### src/rtl/imm_encode_loader_if.sv
// Field-bundle and instruction-memory write bus of imm_encode_loader.
// The checksum signal exists only when IMM_ENCODE_CHECKSUM_EN is defined.
interface imm_encode_loader_if #(
    parameter int DATA_WIDTH = 32,
    parameter int ADDR_WIDTH = 32,
    parameter int DEPTH      = 256
);
    localparam int CW = $clog2(DEPTH) + 1;

    logic                  start;
    logic                  finish;
    logic                  in_valid;
    logic                  in_ready;
    logic [6:0]            opcode;
    logic [4:0]            rd;
    logic [2:0]            funct3;
    logic [4:0]            rs1;
    logic [4:0]            rs2;
    logic [31:0]           imm;
    logic                  ImmSrc;
    logic                  mem_we;
    logic [ADDR_WIDTH-1:0] mem_addr;
    logic [DATA_WIDTH-1:0] mem_wdata;
    logic [CW-1:0]         word_count;
    logic                  full;
    logic                  imm_err;
    logic                  done;
`ifdef IMM_ENCODE_CHECKSUM_EN
    logic [31:0]           checksum;
`endif

    modport master (
        output start, finish, in_valid, opcode, rd, funct3, rs1, rs2, imm, ImmSrc,
        input  in_ready, mem_we, mem_addr, mem_wdata, word_count, full, imm_err, done
`ifdef IMM_ENCODE_CHECKSUM_EN
        , input checksum
`endif
    );

    modport slave (
        input  start, finish, in_valid, opcode, rd, funct3, rs1, rs2, imm, ImmSrc,
        output in_ready, mem_we, mem_addr, mem_wdata, word_count, full, imm_err, done
`ifdef IMM_ENCODE_CHECKSUM_EN
        , output checksum
`endif
    );
endinterface

### src/rtl/imm_encode_loader.sv
// Packs RV32 I/B-type fields into instruction words and streams them to instruction memory
// at auto-incrementing addresses. Define IMM_ENCODE_CHECKSUM_EN to add a rotating XOR checksum.
module imm_encode_loader #(
    parameter int                    DATA_WIDTH = 32,
    parameter int                    ADDR_WIDTH = 32,
    parameter logic [ADDR_WIDTH-1:0] BASE_ADDR  = 32'hBFC00000,
    parameter int                    DEPTH      = 256
) (
    input logic               clk,
    input logic               rst,
    imm_encode_loader_if.slave bus
);
    localparam int CW = $clog2(DEPTH) + 1;

    typedef enum logic [1:0] {
        ST_IDLE = 2'd0,
        ST_LOAD = 2'd1,
        ST_FULL = 2'd2,
        ST_DONE = 2'd3
    } state_t;

    // I-type immediates must fit a 12-bit signed field.
    function automatic logic imm_fits_i(input logic [31:0] v);
        return (&v[31:11]) | (~|v[31:11]);
    endfunction

    // B-type offsets are even and must fit a 13-bit signed field.
    function automatic logic imm_fits_b(input logic [31:0] v);
        return ~v[0] & ((&v[31:12]) | (~|v[31:12]));
    endfunction

    function automatic logic [31:0] pack_i(input logic [31:0] v, input logic [4:0] s1,
                                           input logic [2:0] f3, input logic [4:0] d,
                                           input logic [6:0] op);
        return {v[11:0], s1, f3, d, op};
    endfunction

    function automatic logic [31:0] pack_b(input logic [31:0] v, input logic [4:0] s2,
                                           input logic [4:0] s1, input logic [2:0] f3,
                                           input logic [6:0] op);
        return {v[12], v[10:5], s2, s1, f3, v[4:1], v[11], op};
    endfunction

    state_t                state_r;
    state_t                state_nx_s;
    logic                  in_ready_r;
    logic                  mem_we_r;
    logic [ADDR_WIDTH-1:0] mem_addr_r;
    logic [DATA_WIDTH-1:0] mem_wdata_r;
    logic [CW-1:0]         word_count_r;
    logic                  full_r;
    logic                  imm_err_r;
    logic                  done_r;
    logic [ADDR_WIDTH-1:0] addr_r;

    logic                  accept_s;
    logic                  fits_s;
    logic                  write_s;
    logic                  err_s;
    logic                  session_start_s;
    logic                  last_slot_s;
    logic [31:0]           packed_s;

    // Handshake decode, range check and word packing for the bundle on the bus.
    always_comb begin
        fits_s   = 1'b0;
        packed_s = 32'h0000_0000;
        if (bus.ImmSrc) begin
            fits_s   = imm_fits_i(bus.imm);
            packed_s = pack_i(bus.imm, bus.rs1, bus.funct3, bus.rd, bus.opcode);
        end else begin
            fits_s   = imm_fits_b(bus.imm);
            packed_s = pack_b(bus.imm, bus.rs2, bus.rs1, bus.funct3, bus.opcode);
        end
        accept_s        = bus.in_valid & in_ready_r;
        write_s         = accept_s & fits_s;
        err_s           = accept_s & ~fits_s;
        last_slot_s     = (word_count_r == CW'(DEPTH - 1));
        session_start_s = bus.start & ((state_r == ST_IDLE) | (state_r == ST_DONE));
    end

    // Session state register.
    always_ff @(posedge clk) begin
        if (rst) begin
            state_r <= ST_IDLE;
        end else begin
            state_r <= state_nx_s;
        end
    end

    // Next-state logic; finish takes priority over filling the last slot.
    always_comb begin
        state_nx_s = state_r;
        case (state_r)
            ST_IDLE: begin
                if (bus.start) state_nx_s = ST_LOAD;
                else           state_nx_s = ST_IDLE;
            end
            ST_LOAD: begin
                if (bus.finish)                    state_nx_s = ST_DONE;
                else if (write_s && last_slot_s)   state_nx_s = ST_FULL;
                else                               state_nx_s = ST_LOAD;
            end
            ST_FULL: begin
                if (bus.finish) state_nx_s = ST_DONE;
                else            state_nx_s = ST_FULL;
            end
            ST_DONE: begin
                if (bus.start) state_nx_s = ST_LOAD;
                else           state_nx_s = ST_DONE;
            end
            default: state_nx_s = ST_IDLE;
        endcase
    end

    // Registered outputs and write datapath; an accepted word is presented one cycle later.
    always_ff @(posedge clk) begin
        if (rst) begin
            in_ready_r   <= 1'b0;
            done_r       <= 1'b0;
            mem_we_r     <= 1'b0;
            mem_addr_r   <= BASE_ADDR;
            mem_wdata_r  <= {DATA_WIDTH{1'b0}};
            word_count_r <= {CW{1'b0}};
            full_r       <= 1'b0;
            imm_err_r    <= 1'b0;
            addr_r       <= BASE_ADDR;
        end else begin
            in_ready_r <= (state_nx_s == ST_LOAD);
            done_r     <= (state_nx_s == ST_DONE);
            mem_we_r   <= write_s;
            if (session_start_s) begin
                word_count_r <= {CW{1'b0}};
                full_r       <= 1'b0;
                imm_err_r    <= 1'b0;
                addr_r       <= BASE_ADDR;
                mem_addr_r   <= BASE_ADDR;
            end else if (write_s) begin
                mem_addr_r   <= addr_r;
                mem_wdata_r  <= DATA_WIDTH'(packed_s);
                addr_r       <= addr_r + ADDR_WIDTH'(4);
                word_count_r <= word_count_r + CW'(1);
                full_r       <= last_slot_s;
            end else if (err_s) begin
                imm_err_r <= 1'b1;
            end else begin
                imm_err_r <= imm_err_r;
            end
        end
    end

`ifdef IMM_ENCODE_CHECKSUM_EN
    logic [31:0] checksum_r;

    // Rotate-and-XOR over every issued word; errored bundles leave it untouched.
    always_ff @(posedge clk) begin
        if (rst) begin
            checksum_r <= 32'h0000_0000;
        end else if (session_start_s) begin
            checksum_r <= 32'h0000_0000;
        end else if (write_s) begin
            checksum_r <= {checksum_r[30:0], checksum_r[31]} ^ packed_s;
        end else begin
            checksum_r <= checksum_r;
        end
    end

    assign bus.checksum = checksum_r;
`endif

    assign bus.in_ready   = in_ready_r;
    assign bus.mem_we     = mem_we_r;
    assign bus.mem_addr   = mem_addr_r;
    assign bus.mem_wdata  = mem_wdata_r;
    assign bus.word_count = word_count_r;
    assign bus.full       = full_r;
    assign bus.imm_err    = imm_err_r;
    assign bus.done       = done_r;

endmodule

### src/flat_wrapper.sv
// flat-port wrapper written by rule: the top's interface ports become plain ports
module imm_encode_loader_flat 
#(
    parameter int                    DATA_WIDTH = 32,
    parameter int                    ADDR_WIDTH = 32,
    parameter logic [ADDR_WIDTH-1:0] BASE_ADDR  = 32'hBFC00000,
    parameter int                    DEPTH      = 256
)
  (clk, rst, bus_start, bus_finish, bus_in_valid, bus_opcode, bus_rd, bus_funct3, bus_rs1, bus_rs2, bus_imm, bus_ImmSrc, bus_in_ready, bus_mem_we, bus_mem_addr, bus_mem_wdata, bus_word_count, bus_full, bus_imm_err, bus_done);
  imm_encode_loader_if #(.DATA_WIDTH(DATA_WIDTH), .ADDR_WIDTH(ADDR_WIDTH), .DEPTH(DEPTH)) bus_i ();
  input logic clk;
  input logic rst;
  input wire logic [$bits(bus_i.start)-1:0] bus_start;
  input wire logic [$bits(bus_i.finish)-1:0] bus_finish;
  input wire logic [$bits(bus_i.in_valid)-1:0] bus_in_valid;
  input wire logic [$bits(bus_i.opcode)-1:0] bus_opcode;
  input wire logic [$bits(bus_i.rd)-1:0] bus_rd;
  input wire logic [$bits(bus_i.funct3)-1:0] bus_funct3;
  input wire logic [$bits(bus_i.rs1)-1:0] bus_rs1;
  input wire logic [$bits(bus_i.rs2)-1:0] bus_rs2;
  input wire logic [$bits(bus_i.imm)-1:0] bus_imm;
  input wire logic [$bits(bus_i.ImmSrc)-1:0] bus_ImmSrc;
  output wire logic [$bits(bus_i.in_ready)-1:0] bus_in_ready;
  output wire logic [$bits(bus_i.mem_we)-1:0] bus_mem_we;
  output wire logic [$bits(bus_i.mem_addr)-1:0] bus_mem_addr;
  output wire logic [$bits(bus_i.mem_wdata)-1:0] bus_mem_wdata;
  output wire logic [$bits(bus_i.word_count)-1:0] bus_word_count;
  output wire logic [$bits(bus_i.full)-1:0] bus_full;
  output wire logic [$bits(bus_i.imm_err)-1:0] bus_imm_err;
  output wire logic [$bits(bus_i.done)-1:0] bus_done;
  assign bus_i.start = bus_start;
  assign bus_i.finish = bus_finish;
  assign bus_i.in_valid = bus_in_valid;
  assign bus_i.opcode = bus_opcode;
  assign bus_i.rd = bus_rd;
  assign bus_i.funct3 = bus_funct3;
  assign bus_i.rs1 = bus_rs1;
  assign bus_i.rs2 = bus_rs2;
  assign bus_i.imm = bus_imm;
  assign bus_i.ImmSrc = bus_ImmSrc;
  assign bus_in_ready = bus_i.in_ready;
  assign bus_mem_we = bus_i.mem_we;
  assign bus_mem_addr = bus_i.mem_addr;
  assign bus_mem_wdata = bus_i.mem_wdata;
  assign bus_word_count = bus_i.word_count;
  assign bus_full = bus_i.full;
  assign bus_imm_err = bus_i.imm_err;
  assign bus_done = bus_i.done;
  imm_encode_loader #(.DATA_WIDTH(DATA_WIDTH), .ADDR_WIDTH(ADDR_WIDTH), .BASE_ADDR(BASE_ADDR), .DEPTH(DEPTH)) u_core (.clk(clk), .rst(rst), .bus(bus_i));
endmodule
### config.mk
export PLATFORM = sky130hd
export DESIGN_NAME = imm_encode_loader_flat
export DESIGN_NICKNAME = d
export VERILOG_FILES = /design/src/rtl/imm_encode_loader_if.sv /design/src/rtl/imm_encode_loader.sv /design/src/flat_wrapper.sv
export SDC_FILE = /design/constraint.sdc
export NUM_CORES = 1
export LEC_CHECK = 0
export ABC_CLOCK_PERIOD_IN_PS = 3050
export BUFFER_PORTS_ARGS = -buffer_cell sky130_fd_sc_hd__buf_2
export CORE_MARGIN = 1
export CORE_UTILIZATION = 52
export DETAILED_ROUTE_END_ITERATION = 12
export PLACE_DENSITY = 0.88
export SKIP_CTS_REPAIR_TIMING = 1
export SLEW_MARGIN = 20
export SYNTH_ARGS = -nofsm -noshare
export SYNTH_HDL_FRONTEND = slang
export SYNTH_SLANG_ARGS = --single-unit
### constraint.sdc
create_clock -name clk -period 3.05 [get_ports clk]
set_clock_uncertainty 0.2 [all_clocks]
set_input_delay 0.4575 -clock clk [delete_from_list [all_inputs] [get_ports clk]]
set_output_delay 0.4575 -clock clk [all_outputs]
set_load 0.03 [all_outputs]
# Yosys cells after proc, flatten, opt, wreduce, memory -nomap -nowiden
# Cells that the tools add are included.
# W data, S select, Z words.
[totals] ff_bits=112 in_bits=63 elab_cells=49
[op_classes] addsub=2 eq_ne=6 muxes=8 n_bitwise=12 reduce_logical=11
[op_table] cell="$add A32 B3 Y32 const B" count=1
[op_table] cell="$mux W32" count=1
[op_table] cell="$reduce_and A21 Y1" count=1
[op_table] cell="$reduce_or A21 Y1" count=1
[op_table] cell="$reduce_and A20 Y1" count=1
[op_table] cell="$reduce_or A20 Y1" count=1
[op_table] cell="$add A9 B1 Y9 const B" count=1
[op_table] cell="$eq A9 B8 Y1 const B" count=1
[op_table] cell="$pmux W2 S4" count=1
[op_table] cell="$eq A2 B2 Y1 const B" count=3
[op_table] cell="$mux W2" count=3
[op_table] cell="$and A1 B1 Y1" count=5
[op_table] cell="$eq A2 B1 Y1 const B" count=2
[op_table] cell="$not A1 Y1" count=4
[op_table] cell="$reduce_and A2 Y1" count=2
[op_table] cell="$mux W1" count=3
[op_table] cell="$or A1 B1 Y1" count=3
[op_table] cell="$logic_not A1 Y1" count=2
[op_table] cell="$logic_not A2 Y1" count=1
[op_table] cell="$reduce_or A2 Y1" count=1
[op_table] cell="$logic_and A1 B1 Y1" count=1

# Depth between registers and ports, before layout
[depth] word_depth=11 mapped_depth=9 depth_no_buf=8

# Least setup slack after synthesis
# Ideal clock, no wire load.
[synth_timing] path_type="in2reg" from="in bus_imm[0]" to="reg u_core.addr_r[20]" arrival_time_ns=2.105 path_slack_ns=0.610 stages=8 n_path_buf=3 cell_sequence="or2_1 -> a2111o_1 -> o32a_1 -> buf_6 -> buf_6 -> buf_2 -> o311ai_0 -> o41ai_1"
[synth_between] elab_chain_len=4
[synth_rtl] item="from (decl)" line="flat_wrapper.sv:21" rtl="input wire logic [$bits(bus_i.imm)-1:0] bus_imm;"
[synth_rtl] item="$not A1 Y1" line="imm_encode_loader.sv:29" rtl="return ~v[0] & ((&v[31:12]) | (~|v[31:12]));"
[synth_rtl] item="$and A1 B1 Y1" line="imm_encode_loader.sv:29"
[synth_rtl] item="$mux W1" line="imm_encode_loader.sv:68" rtl="if (bus.ImmSrc) begin"
[synth_rtl] item="$and A1 B1 Y1" line="imm_encode_loader.sv:76" rtl="write_s = accept_s & fits_s;"
[synth_rtl] item="to (signal assigned)" line="imm_encode_loader.sv:141" rtl="addr_r <= addr_r + ADDR_WIDTH'(4);"
[synth_rtl] item="to (decl)" line="imm_encode_loader.sv:54" rtl="logic [ADDR_WIDTH-1:0] addr_r;"
# Every way passes these cells.
# A chain may end at the register's enable or synchronous reset.

# Final worst setup path
[layout_timing] from="reg u_core.in_ready_r (netlist: u_core.bus.in_ready)" to="reg u_core.mem_wdata_r[11] (netlist: u_core.bus.mem_wdata[11])"
[layout_between] elab_chain_len=3
[layout_rtl] item="from (decl)" line="imm_encode_loader.sv:46" rtl="logic in_ready_r;"
[layout_rtl] item="from (signal assigned)" line="imm_encode_loader.sv:129" rtl="in_ready_r <= (state_nx_s == ST_LOAD);"
[layout_rtl] item="$and A1 B1 Y1" line="imm_encode_loader.sv:75" rtl="accept_s = bus.in_valid & in_ready_r;"
[layout_rtl] item="$and A1 B1 Y1" line="imm_encode_loader.sv:76"
[layout_rtl] item="$reduce_and A2 Y1 (no line)"
[layout_rtl] item="to (signal assigned)" line="imm_encode_loader.sv:123" rtl="mem_wdata_r <= {DATA_WIDTH{1'b0}};"
[layout_rtl] item="to (signal assigned)" line="imm_encode_loader.sv:140" rtl="mem_wdata_r <= DATA_WIDTH'(packed_s);"
[layout_rtl] item="to (decl)" line="imm_encode_loader.sv:49" rtl="logic [DATA_WIDTH-1:0] mem_wdata_r;"
# Every way passes these cells.

==> out/qor.csv <==
stage,metric,value,unit
floorplanning,# IOs,141,
critical_path,Worst Setup SP,u_core.bus.in_ready,
drt,Iteration-0 DRC Markers,232,
logic_synthesis,sequential element share of the synthesized area,0.4448,
logic_synthesis,cell taking the most area after synthesis,dfxtp_1,
critical_path,"CP delay by family, top",compound AO/OA/AOI/OAI gates,
logic_synthesis,Mapped Area,4861,sq um
logic_synthesis,Ys Warns,0,
critical_path,Worst path slowest cell,o32a_2,
logic_synthesis,Post-synth ARST share,0,
floorplanning,die span in x,98.69,um
cells_and_area,fin nets,788,
timing,"Hold Violations, Final",0,
placement,I/O Buffers,138,
drt,met2 wire len,6535,um
critical_path,Worst Path Buf+Inv,1,
critical_path,cells along the critical path,nand2_1 -> a211o_1 -> o32a_2 -> buf_4 -> o21ai_0 -> a21oi_1,
critical_path,CP required,3.10,ns
timing,Slew @ Worst Pin,0.7328,ns
cells_and_area,synth-to-layout area growth,20.82,%
critical_path,Crit. End Element,flop,
cells_and_area,diode count,0,
hold_path,worst min path class,in2reg,
grt,GRT Residual Overflow,0,
timing,"Min Clock Period, post-route",2.500,ns
cells_and_area,Final Util,0.6606,
drt,wire per inst,15.87,um
critical_path,worst r2r src,u_core.bus.in_ready,
critical_path,CP arrival,2.55,ns
grt,largest net degree at the start of global routing,44,
drt,met3 WL,1165,um
cells_and_area,layout cells sized above 1,0.2725,
timing,max-slew violation count,0,
drt,highest routed layer,met4,
logic_synthesis,"count leader, synth",dfxtp_1,
placement,routability cong.,0.8052,
critical_path,CP max stage delay,0.61,ns
grt,vias in the first global route,4580,
placement,hpwl dp,9382,um
hold_path,worst hold start,bus_imm[7],
clock_tree,CTS Buf Count,9,
drt,ANT nets after route,0,
timing,Final period util,0.8198,
timing,RSZ-0062 raised after global routing,no,
logic_synthesis,synth top area cells,"dfxtp_1, a21oi_1, nand2_1, nand3_1, o21ai_0",
drt,DRC Markers,0,
logic_synthesis,library cells used by synthesis,44,
clock_tree,number of clock sinks,108,
logic_synthesis,Seq cells post-synth,108,
run,Max-Cap Viols,0,
logic_synthesis,most instantiated cells after synthesis,"dfxtp_1, nand2_1, a21oi_1",
floorplanning,die height,98.69,um
logic_synthesis,Synth top area share,0.4448,
grt,global-route wire length before repair,21370,um
clock_tree,H-tree levels,3,
critical_path,CP Class,reg2reg,
clock_tree,root buf cell,clkbuf_8,
power_and_ir_drop,maximum resistive drop on vdd,0.2493,mV
power_and_ir_drop,Pwr Density,440.7,nW/um^2
floorplanning,die area,9739,sq um
drt,Initial DRT Pass Iterations,6,
floorplanning,area of the core,8891,sq um
clock_tree,CTS tree,built,
logic_synthesis,Main synth FF type,dfxtp_1,
clock_tree,clk_lat worst skew,0.37,ns
logic_synthesis,cells after synthesis,597,
drt,number of vias per cell,5.924,
logic_synthesis,"Avg Cell Area, Syn",8.142,sq um
drt,wl on met1,5228,um
drt,Detailed Route WL,13190,um
grt,initial antenna violation count,0,
clock_tree,CTS max path bufs,2,
drt,routed vias,4923,
run_status,outcome,"finished, final reports clean",
cells_and_area,Fill cells,741,
floorplanning,Rows,34,
floorplanning,Initial Utilization,0.5467,
timing,"Setup violations, final",0,
grt,Total GRT Usage,0.2715,
critical_path,Crit Path Max Fanout,43,
timing,Slew HR,0.5109,
critical_path,Startpoint Class,flop,
logic_synthesis,Post-synth EDFFs,0,
clock_tree,"Reg clk slew, reported paths",0.11,ns
power_and_ir_drop,leakage power,2.338,nW
timing,final setup TNS,0,ns
timing,Fmax achieved,0.4000,GHz
-- placed cells by master, fill, tap and decap left out, drive strengths merged, types with 3 or more instances in the layout --
cell type  Yosys  routed
and4           4       4
o31ai          9       9
a211o          3       3
buf           10     156
or2           12      12
o41ai          4       4
inv           12      13
o21ai         39      39
and2          12      12
a21oi         72      72
mux2i         15      15
clkbuf        37      11
dfxtp        108     108
and3           4       4
ha             7       7
nor2          22      22
nand4         19      19
nor3           9       9
or3            6       6
nor4           8       8
or4            9       9
nand3         57      57
o311ai         5       5
nand2         86      86
mux2          10      10
-- metrics by stage --
step	cells	power (mW)	setup WS, ns	hold slack [ns]	instance area, sq um
5_1_grt	831	2.668	0.3915	0.1245	5873
3_3_place_gp	815	1.621	0.3181	0.2383	5649
6_report	831	2.588	0.5498	0.1283	5873
3_5_place_dp	815	1.629	0.2530	0.2421	5649
2_1_floorplan	598	1.551	0.6096	0.2556	4865
4_1_cts	831	2.591	0.5851	0.1240	5873
-- report_power, final --
| group | leakage (nW) | switching, mW | internal [mW] |
|---|---|---|---|
| combinational | 1.35 | 0.110 | 0.0734 |
| clock | 0.114 | 0.500 | 0.489 |
| sequential | 0.871 | 0.00307 | 1.41 |
-- final timing paths --
| check | cells past startpoint | endpoint | slack [ns] |
|---|---|---|---|
| worst max-delay path | 6 | u_core.bus.mem_wdata[11] | 0.55 |
| worst min-delay path | 3 | u_core.bus.mem_wdata[27] | 0.13 |
| worst max register to register | 6 | u_core.bus.mem_wdata[11] | 0.55 |
| worst min register to register | 2 | u_core.bus.mem_addr[7] | 0.25 |
-- logic make-up after synthesis --
| family | after synthesis | synth area share |
|---|---|---|
| other | 1 | 0.0007715 |
| buffers and inverters | 59 | 0.05174 |
| XOR/XNOR | 1 | 0.001802 |
| adder cells (fa/ha/maj) | 7 | 0.01802 |
| multiplexers | 25 | 0.05405 |
| flip-flops | 108 | 0.4448 |
| AO/OA/AOI/OAI | 143 | 0.1704 |
| AND/OR/NAND/NOR | 253 | 0.2584 |
-- cell type report --
class / count / area (sq um) / area share
clock buffer: 11 / 141.4 / 0.02407
clock inverter: 5 / 82.58 / 0.01406
inverter: 12 / 45.04 / 0.007669
multi-input combinational: 431 / 2469 / 0.4203
sequential: 108 / 2162 / 0.3681
tap: 108 / 135.1 / 0.02301
timing repair buffer: 156 / 838.3 / 0.1427
-- sequential cells by signal, summed over array words and instances, names as in the netlist --
signal and cells:
u_core.bus.mem_wdata 32, u_core.addr_r 30, u_core.bus.mem_addr 30, u_core.bus.word_count 9, u_core.state_r 2, u_core.bus.done 1, u_core.bus.full 1, u_core.bus.imm_err 1
u_core.bus.in_ready 1, u_core.bus.mem_we 1
-- metal layers --
| metal | track usage | vias to the layer above |
|---|---|---|
| met2 | 0.4729 | 223 |
| li1 | - | 2380 |
| met3 | 0.06454 | 23 |
| met5 | 0 | - |
| met1 | 0.3273 | 2297 |
| met4 | 0.09759 | 0 |
-- worst reg2reg max path: stages, from the launching register on --
cell and delay (ns):
dfxtp_1 0.39, nand2_1 0.10, a211o_1 0.32, o32a_2 0.61, buf_4 0.35, o21ai_0 0.29, a21oi_1 0.11
(Power assumes the default switching activity.)
